$ cat src/rtl/apb_rr_master.sv
// APB master shared by NREQ local requesters.
// Requesters are served round-robin. Each transfer runs IDLE -> SETUP -> ACCESS -> IDLE.
// Each transfer ends with a one-cycle done or err pulse for the requester that was served.
// A wait counter aborts an ACCESS phase when PREADY stays low for TIMEOUT cycles.
// Setting TIMEOUT to 0 disables the timeout.
module apb_rr_master #(
  parameter int NREQ    = 2,
  parameter int AWIDTH  = 8,
  parameter int DWIDTH  = 8,
  parameter int TIMEOUT = 16
) (
  input  logic                     PCLK,
  input  logic                     PRESETn,
  input  logic [NREQ-1:0]          req,
  input  logic [NREQ-1:0]          req_write,
  input  logic [NREQ*AWIDTH-1:0]   req_addr,
  input  logic [NREQ*DWIDTH-1:0]   req_wdata,
  output logic [NREQ-1:0]          done,
  output logic [NREQ-1:0]          err,
  output logic [DWIDTH-1:0]        rdata,
  output logic                     PSEL,
  output logic                     PENABLE,
  output logic                     PWRITE,
  output logic [AWIDTH-1:0]        PADDR,
  output logic [DWIDTH-1:0]        PWDATA,
  input  logic [DWIDTH-1:0]        PRDATA,
  input  logic                     PREADY
);

  localparam int IW = (NREQ > 1) ? $clog2(NREQ) : 1;
  localparam int CW = (TIMEOUT > 0) ? $clog2(TIMEOUT + 1) : 1;

  typedef enum logic [1:0] {
    ST_IDLE   = 2'd0,
    ST_SETUP  = 2'd1,
    ST_ACCESS = 2'd2
  } state_e;

  state_e              state_q, state_d;
  logic [IW-1:0]       rr_last_q, rr_last_d;   // last winner; also owner of the current transfer
  logic [CW-1:0]       wait_cnt_q, wait_cnt_d;
  logic                psel_q, psel_d;
  logic                penable_q, penable_d;
  logic                pwrite_q, pwrite_d;
  logic [AWIDTH-1:0]   paddr_q, paddr_d;
  logic [DWIDTH-1:0]   pwdata_q, pwdata_d;
  logic [DWIDTH-1:0]   rdata_q, rdata_d;
  logic [NREQ-1:0]     done_q, done_d;
  logic [NREQ-1:0]     err_q, err_d;

  logic [NREQ-1:0]     elig_s;
  logic                found_s;
  logic [IW-1:0]       winner_s;
  logic [CW-1:0]       wait_inc_s;

  // A requester whose completion pulse is showing cannot be granted again in the same cycle.
  assign elig_s     = req & ~(done_q | err_q);
  assign wait_inc_s = wait_cnt_q + {{(CW-1){1'b0}}, 1'b1};

  // Round-robin pick: first eligible requester scanning from rr_last+1 around to rr_last.
  always_comb begin
    found_s  = 1'b0;
    winner_s = rr_last_q;
    for (int k = 1; k <= NREQ; k++) begin
      if (!found_s && elig_s[(int'(rr_last_q) + k) % NREQ]) begin
        found_s  = 1'b1;
        winner_s = IW'((int'(rr_last_q) + k) % NREQ);
      end else begin
        found_s  = found_s;
      end
    end
  end

  // Transfer sequencing and next values for all registered outputs.
  always_comb begin
    state_d    = state_q;
    rr_last_d  = rr_last_q;
    wait_cnt_d = wait_cnt_q;
    psel_d     = psel_q;
    penable_d  = penable_q;
    pwrite_d   = pwrite_q;
    paddr_d    = paddr_q;
    pwdata_d   = pwdata_q;
    rdata_d    = rdata_q;
    done_d     = '0;
    err_d      = '0;
    case (state_q)
      ST_IDLE: begin
        if (found_s) begin
          psel_d    = 1'b1;
          penable_d = 1'b0;
          pwrite_d  = req_write[winner_s];
          paddr_d   = req_addr[int'(winner_s)*AWIDTH +: AWIDTH];
          pwdata_d  = req_wdata[int'(winner_s)*DWIDTH +: DWIDTH];
          rr_last_d = winner_s;
          state_d   = ST_SETUP;
        end else begin
          state_d   = ST_IDLE;
        end
      end
      ST_SETUP: begin
        penable_d  = 1'b1;
        wait_cnt_d = '0;
        state_d    = ST_ACCESS;
      end
      ST_ACCESS: begin
        if (PREADY) begin
          psel_d             = 1'b0;
          penable_d          = 1'b0;
          done_d[rr_last_q]  = 1'b1;
          state_d            = ST_IDLE;
          if (!pwrite_q) begin
            rdata_d = PRDATA;
          end else begin
            rdata_d = rdata_q;
          end
        end else begin
          wait_cnt_d = wait_inc_s;
          if ((TIMEOUT != 0) && (wait_inc_s == CW'(TIMEOUT))) begin
            psel_d            = 1'b0;
            penable_d         = 1'b0;
            err_d[rr_last_q]  = 1'b1;
            state_d           = ST_IDLE;
          end else begin
            state_d           = ST_ACCESS;
          end
        end
      end
      default: begin
        psel_d    = 1'b0;
        penable_d = 1'b0;
        state_d   = ST_IDLE;
      end
    endcase
  end

  // State and output registers. Reset clears all outputs at once, even in the middle of a transfer.
  always_ff @(posedge PCLK or negedge PRESETn) begin
    if (!PRESETn) begin
      state_q    <= ST_IDLE;
      rr_last_q  <= IW'(NREQ - 1);
      wait_cnt_q <= '0;
      psel_q     <= 1'b0;
      penable_q  <= 1'b0;
      pwrite_q   <= 1'b0;
      paddr_q    <= '0;
      pwdata_q   <= '0;
      rdata_q    <= '0;
      done_q     <= '0;
      err_q      <= '0;
    end else begin
      state_q    <= state_d;
      rr_last_q  <= rr_last_d;
      wait_cnt_q <= wait_cnt_d;
      psel_q     <= psel_d;
      penable_q  <= penable_d;
      pwrite_q   <= pwrite_d;
      paddr_q    <= paddr_d;
      pwdata_q   <= pwdata_d;
      rdata_q    <= rdata_d;
      done_q     <= done_d;
      err_q      <= err_d;
    end
  end

  assign PSEL    = psel_q;
  assign PENABLE = penable_q;
  assign PWRITE  = pwrite_q;
  assign PADDR   = paddr_q;
  assign PWDATA  = pwdata_q;
  assign rdata   = rdata_q;
  assign done    = done_q;
  assign err     = err_q;

endmodule

$ cat config.mk
export PLATFORM = sky130hd
export DESIGN_NAME = apb_rr_master
export DESIGN_NICKNAME = d
export VERILOG_FILES = /design/src/rtl/apb_rr_master.sv
export SDC_FILE = /design/constraint.sdc
export NUM_CORES = 1
export LEC_CHECK = 0
export CAP_MARGIN = 20
export CORE_MARGIN = 2
export CORE_UTILIZATION = 41
export CTS_CLUSTER_SIZE = 14
export DETAILED_ROUTE_END_ITERATION = 12
export PLACE_DENSITY = 0.77
export REMOVE_ABC_BUFFERS = 1
export SYNTH_ARGS = -nofsm -noshare
export SYNTH_HDL_FRONTEND = slang
export SYNTH_SLANG_ARGS = --single-unit
$ cat constraint.sdc
create_clock -name PCLK -period 1.4 [get_ports PCLK]
set_input_delay 0.28 -clock PCLK [delete_from_list [all_inputs] [get_ports PCLK]]
set_output_delay 0.28 -clock PCLK [all_outputs]
set_load 0.01 [all_outputs]
## Yosys cells after proc, flatten, opt, wreduce, memory -nomap -nowiden

Cells that the tools add are included.

| storage, ports and cells | value |
|---|---|
| register bits after elaboration | 39 |
| logic and storage cells | 75 |
| output and inout bits | 31 |
| bits of input ports | 47 |

| cells by class | value |
|---|---|
| multiplexer cells | 31 |
| eq/ne operators | 6 |
| $lt $le $gt $ge | 5 |
| add/subtract/negate cells | 3 |
| shifts and indexed selects | 2 |
| bitwise gates (word level) | 7 |
| reductions and logical operators | 10 |

Operator list:

| operator | count |
|---|---|
| $shiftx 16x5->8 | 2 |
| $mux 1 | 18 |
| $mux 2 | 7 |
| $pmux 5 s2 | 1 |
| $lt 2x3->1 const B | 2 |
| $pmux 1 s3 | 2 |
| $pmux 2 s3 | 1 |
| $reduce_and 2->1 | 3 |
| $reduce_and 3->1 | 2 |
| $add 5x1->5 const B | 1 |
| $eq 5x5->1 const B | 1 |
| $mux 5 | 1 |
| $lt 1x2->1 const B | 2 |
| $ne 2x2->1 const B | 2 |
| $ne 3x3->1 const B | 1 |
| $add 1x1->1 const B | 2 |
| $and 1x1->1 const A | 2 |
| $and 2x2->2 | 1 |
| $eq 2x1->1 const B | 1 |
| $eq 2x2->1 const B | 1 |
| $logic_and 1x1->1 | 2 |
| $logic_not 2->1 | 1 |
| $not 1->1 | 2 |
| $not 2->2 | 1 |
| 5 further kinds | 5 |

## Logic depth before layout (Yosys ltp)

| depth | value |
|---|---|
| depth after elaboration | 12 |
| gate-level depth with buffers | 6 |
| mapped depth without buffers | 5 |

## Least setup slack after synthesis

No wires, ideal clock.

| path | value |
|---|---|
| path type | flip-flop to flip-flop |
| start | register err_q[0], in the netlist err[0] |
| end | register paddr_q[1], in the netlist PADDR[1] |
| path buffers | 2 |
| arrival time | 1.408 ns |
| library setup time | 0.126 ns |
| cell stages (with the launch flop) | 7 |
| data required time | 1.274 ns |
| setup slack | -0.134 ns |
| clock period less this slack | 1.534 ns |
| path through | dfrtp_1 or3b_1 buf_2 buf_2 nand2_1 and3_4 o31ai_1 |

| between the ends | value |
|---|---|
| longest elaborated chain between the ends | 11 |
| elaborated cells on any way between the ends | 17 |
| those cells by class | 1 x shift; 10 x mux; 3 x bitwise; 3 x reduce/logical |

RTL lines:

| item | RTL line | RTL |
|---|---|---|
| start, declared | 49 | `logic [NREQ-1:0] err_q, err_d;` |
| start signal, assigned | 162 | `err_q <= err_d;` |
| $or 2x2->2 (*) | 57 | `assign elig_s = req & ~(done_q \| err_q);` |
| $not 2->2 (*) | 57 |  |
| $and 2x2->2 (*) | 57 |  |
| $mux 1 (not written as such) (3 in a row) | 65 | `if (!found_s && elig_s[(int'(rr_last_q) + k) % NREQ]) begin` |
| $mux 1 | 65 |  |
| $logic_not 1->1 | 65 |  |
| $logic_and 1x1->1 | 65 |  |
| $mux 1 | 65 |  |
| $shiftx 16x5->8 / $reduce_and 2->1 (equally long branches) | n/a |  |
| end signal, assigned | 158 | `paddr_q <= paddr_d;` |
| end, declared | 45 | `logic [AWIDTH-1:0] paddr_q, paddr_d;` |

Mark *: on every way between the ends. The rest lies on a longest branch, timed or not. The select of a mux whose other input is x is not followed.
A chain may end at the register's enable or synchronous reset.

## Worst setup path after layout

| path | value |
|---|---|
| start | input req[1] |
| end | register paddr_q[7], in the netlist PADDR[7] |

| between the ends | value |
|---|---|
| longest elaborated chain between the ends | 9 |
| elaborated cells on any way between the ends | 15 |
| those cells by class | 1 x shift; 10 x mux; 1 x bitwise; 3 x reduce/logical |

RTL lines:

| item | RTL line | RTL |
|---|---|---|
| start, declared | 14 | `input logic [NREQ-1:0] req,` |
| $and 2x2->2 (*) | 57 |  |
| $mux 1 (not written as such) (3 in a row) | 65 |  |
| $mux 1 | 65 |  |
| $logic_not 1->1 | 65 |  |
| $logic_and 1x1->1 | 65 |  |
| $mux 1 | 65 |  |
| $shiftx 16x5->8 / $reduce_and 2->1 (equally long branches) | n/a |  |

Marks and branches as above.

==> metrics.md <==
| Metric | Value |
|---|---|
| Status | `finished, violations left` |
| Failing checks | `negative setup slack` |
| Minimum hold slack | `430 ps` |
| Leak | `1.60 nW` |
| Required time of the worst setup path | `1560 ps` |
| Slowest CP cell | `clkdlybuf4s50_1` |
| Post-detailed-route wirelength per cell | `15.2 um` |
| Worst-Margin Slew | `378 ps` |
| Residual DRC count | `0` |
| Synthesis Warnings | `0` |
| Flop and latch count out of synthesis | `39` |
| Reg clk slew, reported paths | `80 ps` |
| P&R area growth vs syn | `63.7%` |
| Async set or reset register ratio after synthesis | `100%` |
| Max Cap Viol | `0` |
| Largest net degree at the start of global routing | `26` |
| Final Power | `5.97 mW` |
| CP delay by family, top | `buffers and inverters` |
| Worst EP arrival | `1750 ps` |
| Antenna cells | `0` |
| Final net count | `394` |
| Final slew viol count | `0` |
| DRT iter0 DRCs | `100` |
| Clock root cell | `clkbuf_8` |
| Clock latency on the worst-skew pair | `280 ps` |
| Power density over the cells | `1660 nW/um^2` |
| Initial antenna violation count | `0` |
| Slowest stage delay, CP | `480 ps` |
| Cts bufs inserted | `5` |
| RD Place Congestion | `0.815` |
| First-pass DRT Iterations | `4` |
| CTS tree | `built` |
| Post-route ant nets | `0` |
| CP Launch Type | `input port` |
| Layout cells sized above 1 | `28.8%` |
| Final period util | `113%` |
| Type of element capturing the critical path | `flop` |
| Starting Density | `42.7%` |
| CP cell instances | `clkdlybuf4s50_1 > or3b_4 > buf_12 > a211oi_1 > o31ai_2` |
| Total gr overflow | `0` |
| First-pass GRT wire length | `9540 um` |
| Most common cell after layout, fill and taps aside | `nand2_1` |
| Slew HR | `74.8%` |
| Horiz. Die Dim | `77.2 um` |
| Vias per cell | `5.32` |
| Finish-stage setup viols | `19` |
| Most frequent cells in the layout | `nand2_1 (58), clkdlybuf4s50_1 (44), dfrtp_1 (36)` |
| H-tree levels | `2` |
| Total GRT Usage | `20.0%` |
| Min Clock Period, post-route | `1590 ps` |
| Yosys top cell by area | `dfrtp_1` |
| Pre-CTS WS | `-439 ps` |
| Sequential fraction of the synthesis area | `44.5%` |
| Final Core Density | `70.0%` |
| Synth Flop Type | `dfrtp_1` |
| Clk sinks | `39` |
| Critical-path maximum fanout | `19` |
| Yosys cell types | `36` |
| Crit path buf inv count | `2` |
| Placed cells | `400` |
| Worst setup path class | `in -> reg` |
| Clock buffer depth | `2` |
| Mapped Area | `2200 sq um` |
| Total core area | `5140 sq um` |
| Clock Skews | `7.31 ps` |
| Number of synthesized flops with an enable pin | `0` |
| Vias | `2220` |
| IO buf count | `77` |
| Total wire length | `6340 um` |
| Mapped Cells | `242` |
| Vias in the first global route | `2010` |
| Top post-synthesis cells by area | `dfrtp_1 (43%), nand2_1 (10%), a211oi_1 (5.8%), o31ai_1 (5.5%), and2_1 (4.8%)` |
| I/O pin count | `78` |
| Worst Slack Setup Final | `-187 ps` |
| Synth top area share | `43.3%` |
| FP Rows | `26` |
| Die area | `5960 sq um` |
| Peak VDD IR | `0.820 mV` |
| Final Hold Fails | `0` |
| RSZ-0062 raised after global routing | `yes` |
| Average size of a mapped cell | `9.08 sq um` |
| Chip Height | `77.2 um` |
| Min-delay worst type | `in -> async` |
| Final Non-Filler Cells | `417` |
| Fmax | `630 MHz` |
| Hpwl dp | `4250 um` |
==> registers in the layout (all words and copies together), names as in the netlist, 2 cells and up <==
name / cells
rdata: 8
state_q: 2
PWDATA: 8
PADDR: 8
done: 2
err: 2
wait_cnt_q: 5
==> what timing repair did <==
item                       4_1_cts  5_1_grt
gates cloned                     1        3
resized for setup               63       37
setup buffers                    3        2
setup endpoints to repair       53       35
hold buffers                     1        0
hold endpoints to repair        13        0
pin swaps                       17        4
==> synthesized netlist by cell type (2+ instances only) <==
cell type / n
nand2_1: 61
dfrtp_1: 38
a211oi_1: 17
and2_1: 17
and3_1: 16
o31ai_1: 16
mux2_2: 8
clkbuf_1: 7
a21oi_1: 6
buf_2: 6
o21ai_0: 6
inv_1: 5
nor2b_1: 4
a31oi_1: 3
nor2_1: 3
and3_4: 2
buf_6: 2
nand4_1: 2
nand4b_1: 2
nor3_1: 2
nor3b_1: 2
nor3b_4: 2
or3b_1: 2
==> layer usage <==
layer / up-vias / GRT usage, % / share of wire, %
met5: - / 0 / 0
met4: 0 / 5.36 / 0.74
met3: 4 / 4.00 / 5.0
met2: 79 / 34.8 / 53
met1: 1064 / 25.2 / 42
li1: 1073 / - / -
==> cells by family (layout without fill, tap and decap cells) <==
kind of cell	count (synthesis)	after routing	share of synthesized area (%)
compound gates	55	55	17.7
fa+ha+maj	1	1	0.569
mux	8	8	4.10
simple gates	119	119	28.8
buf+inv	20	125	4.44
flops	39	39	44.5
==> stage by stage <==
stage | area [sq um] | TNS, ps
after floorplan | 2120 | -6860
after global placement | 3200 | -9370
after detailed placement | 3200 | -10120
after CTS | 3410 | -1580
after global routing | 3600 | -3160
final | 3600 | -1950
==> where the power goes <==
part           switching, mW  internal [mW]  total (mW)
registers              0.306           1.61        1.92
clock network          0.379          0.350       0.728
logic                   1.66           1.67        3.32
==> worst paths after layout <==
kind,slack [ps],startpoint,end,cells after the start
min,430,PRESETn,wait_cnt_q[3],2
min in group PCLK,480,PADDR[2],PADDR[2],2
max reg2reg,-140,err[1],PADDR[7],4
min reg2reg,480,PADDR[2],PADDR[2],2
max in group asynchronous,510,PRESETn,PADDR[0],3
max,-190,req[1],PADDR[7],5
==> area by class of cell <==
| cell class | count | area, sq um |
|---|---|---|
| clock buffer | 7 | 76.3 |
| clock inverter | 1 | 5.00 |
| fill | 435 | 1540 |
| inverter | 5 | 18.8 |
| multi-input combinational | 183 | 1330 |
| sequential | 39 | 980 |
| tap | 70 | 87.6 |
| timing repair buffer | 112 | 1100 |
(Power assumes the default switching activity.)
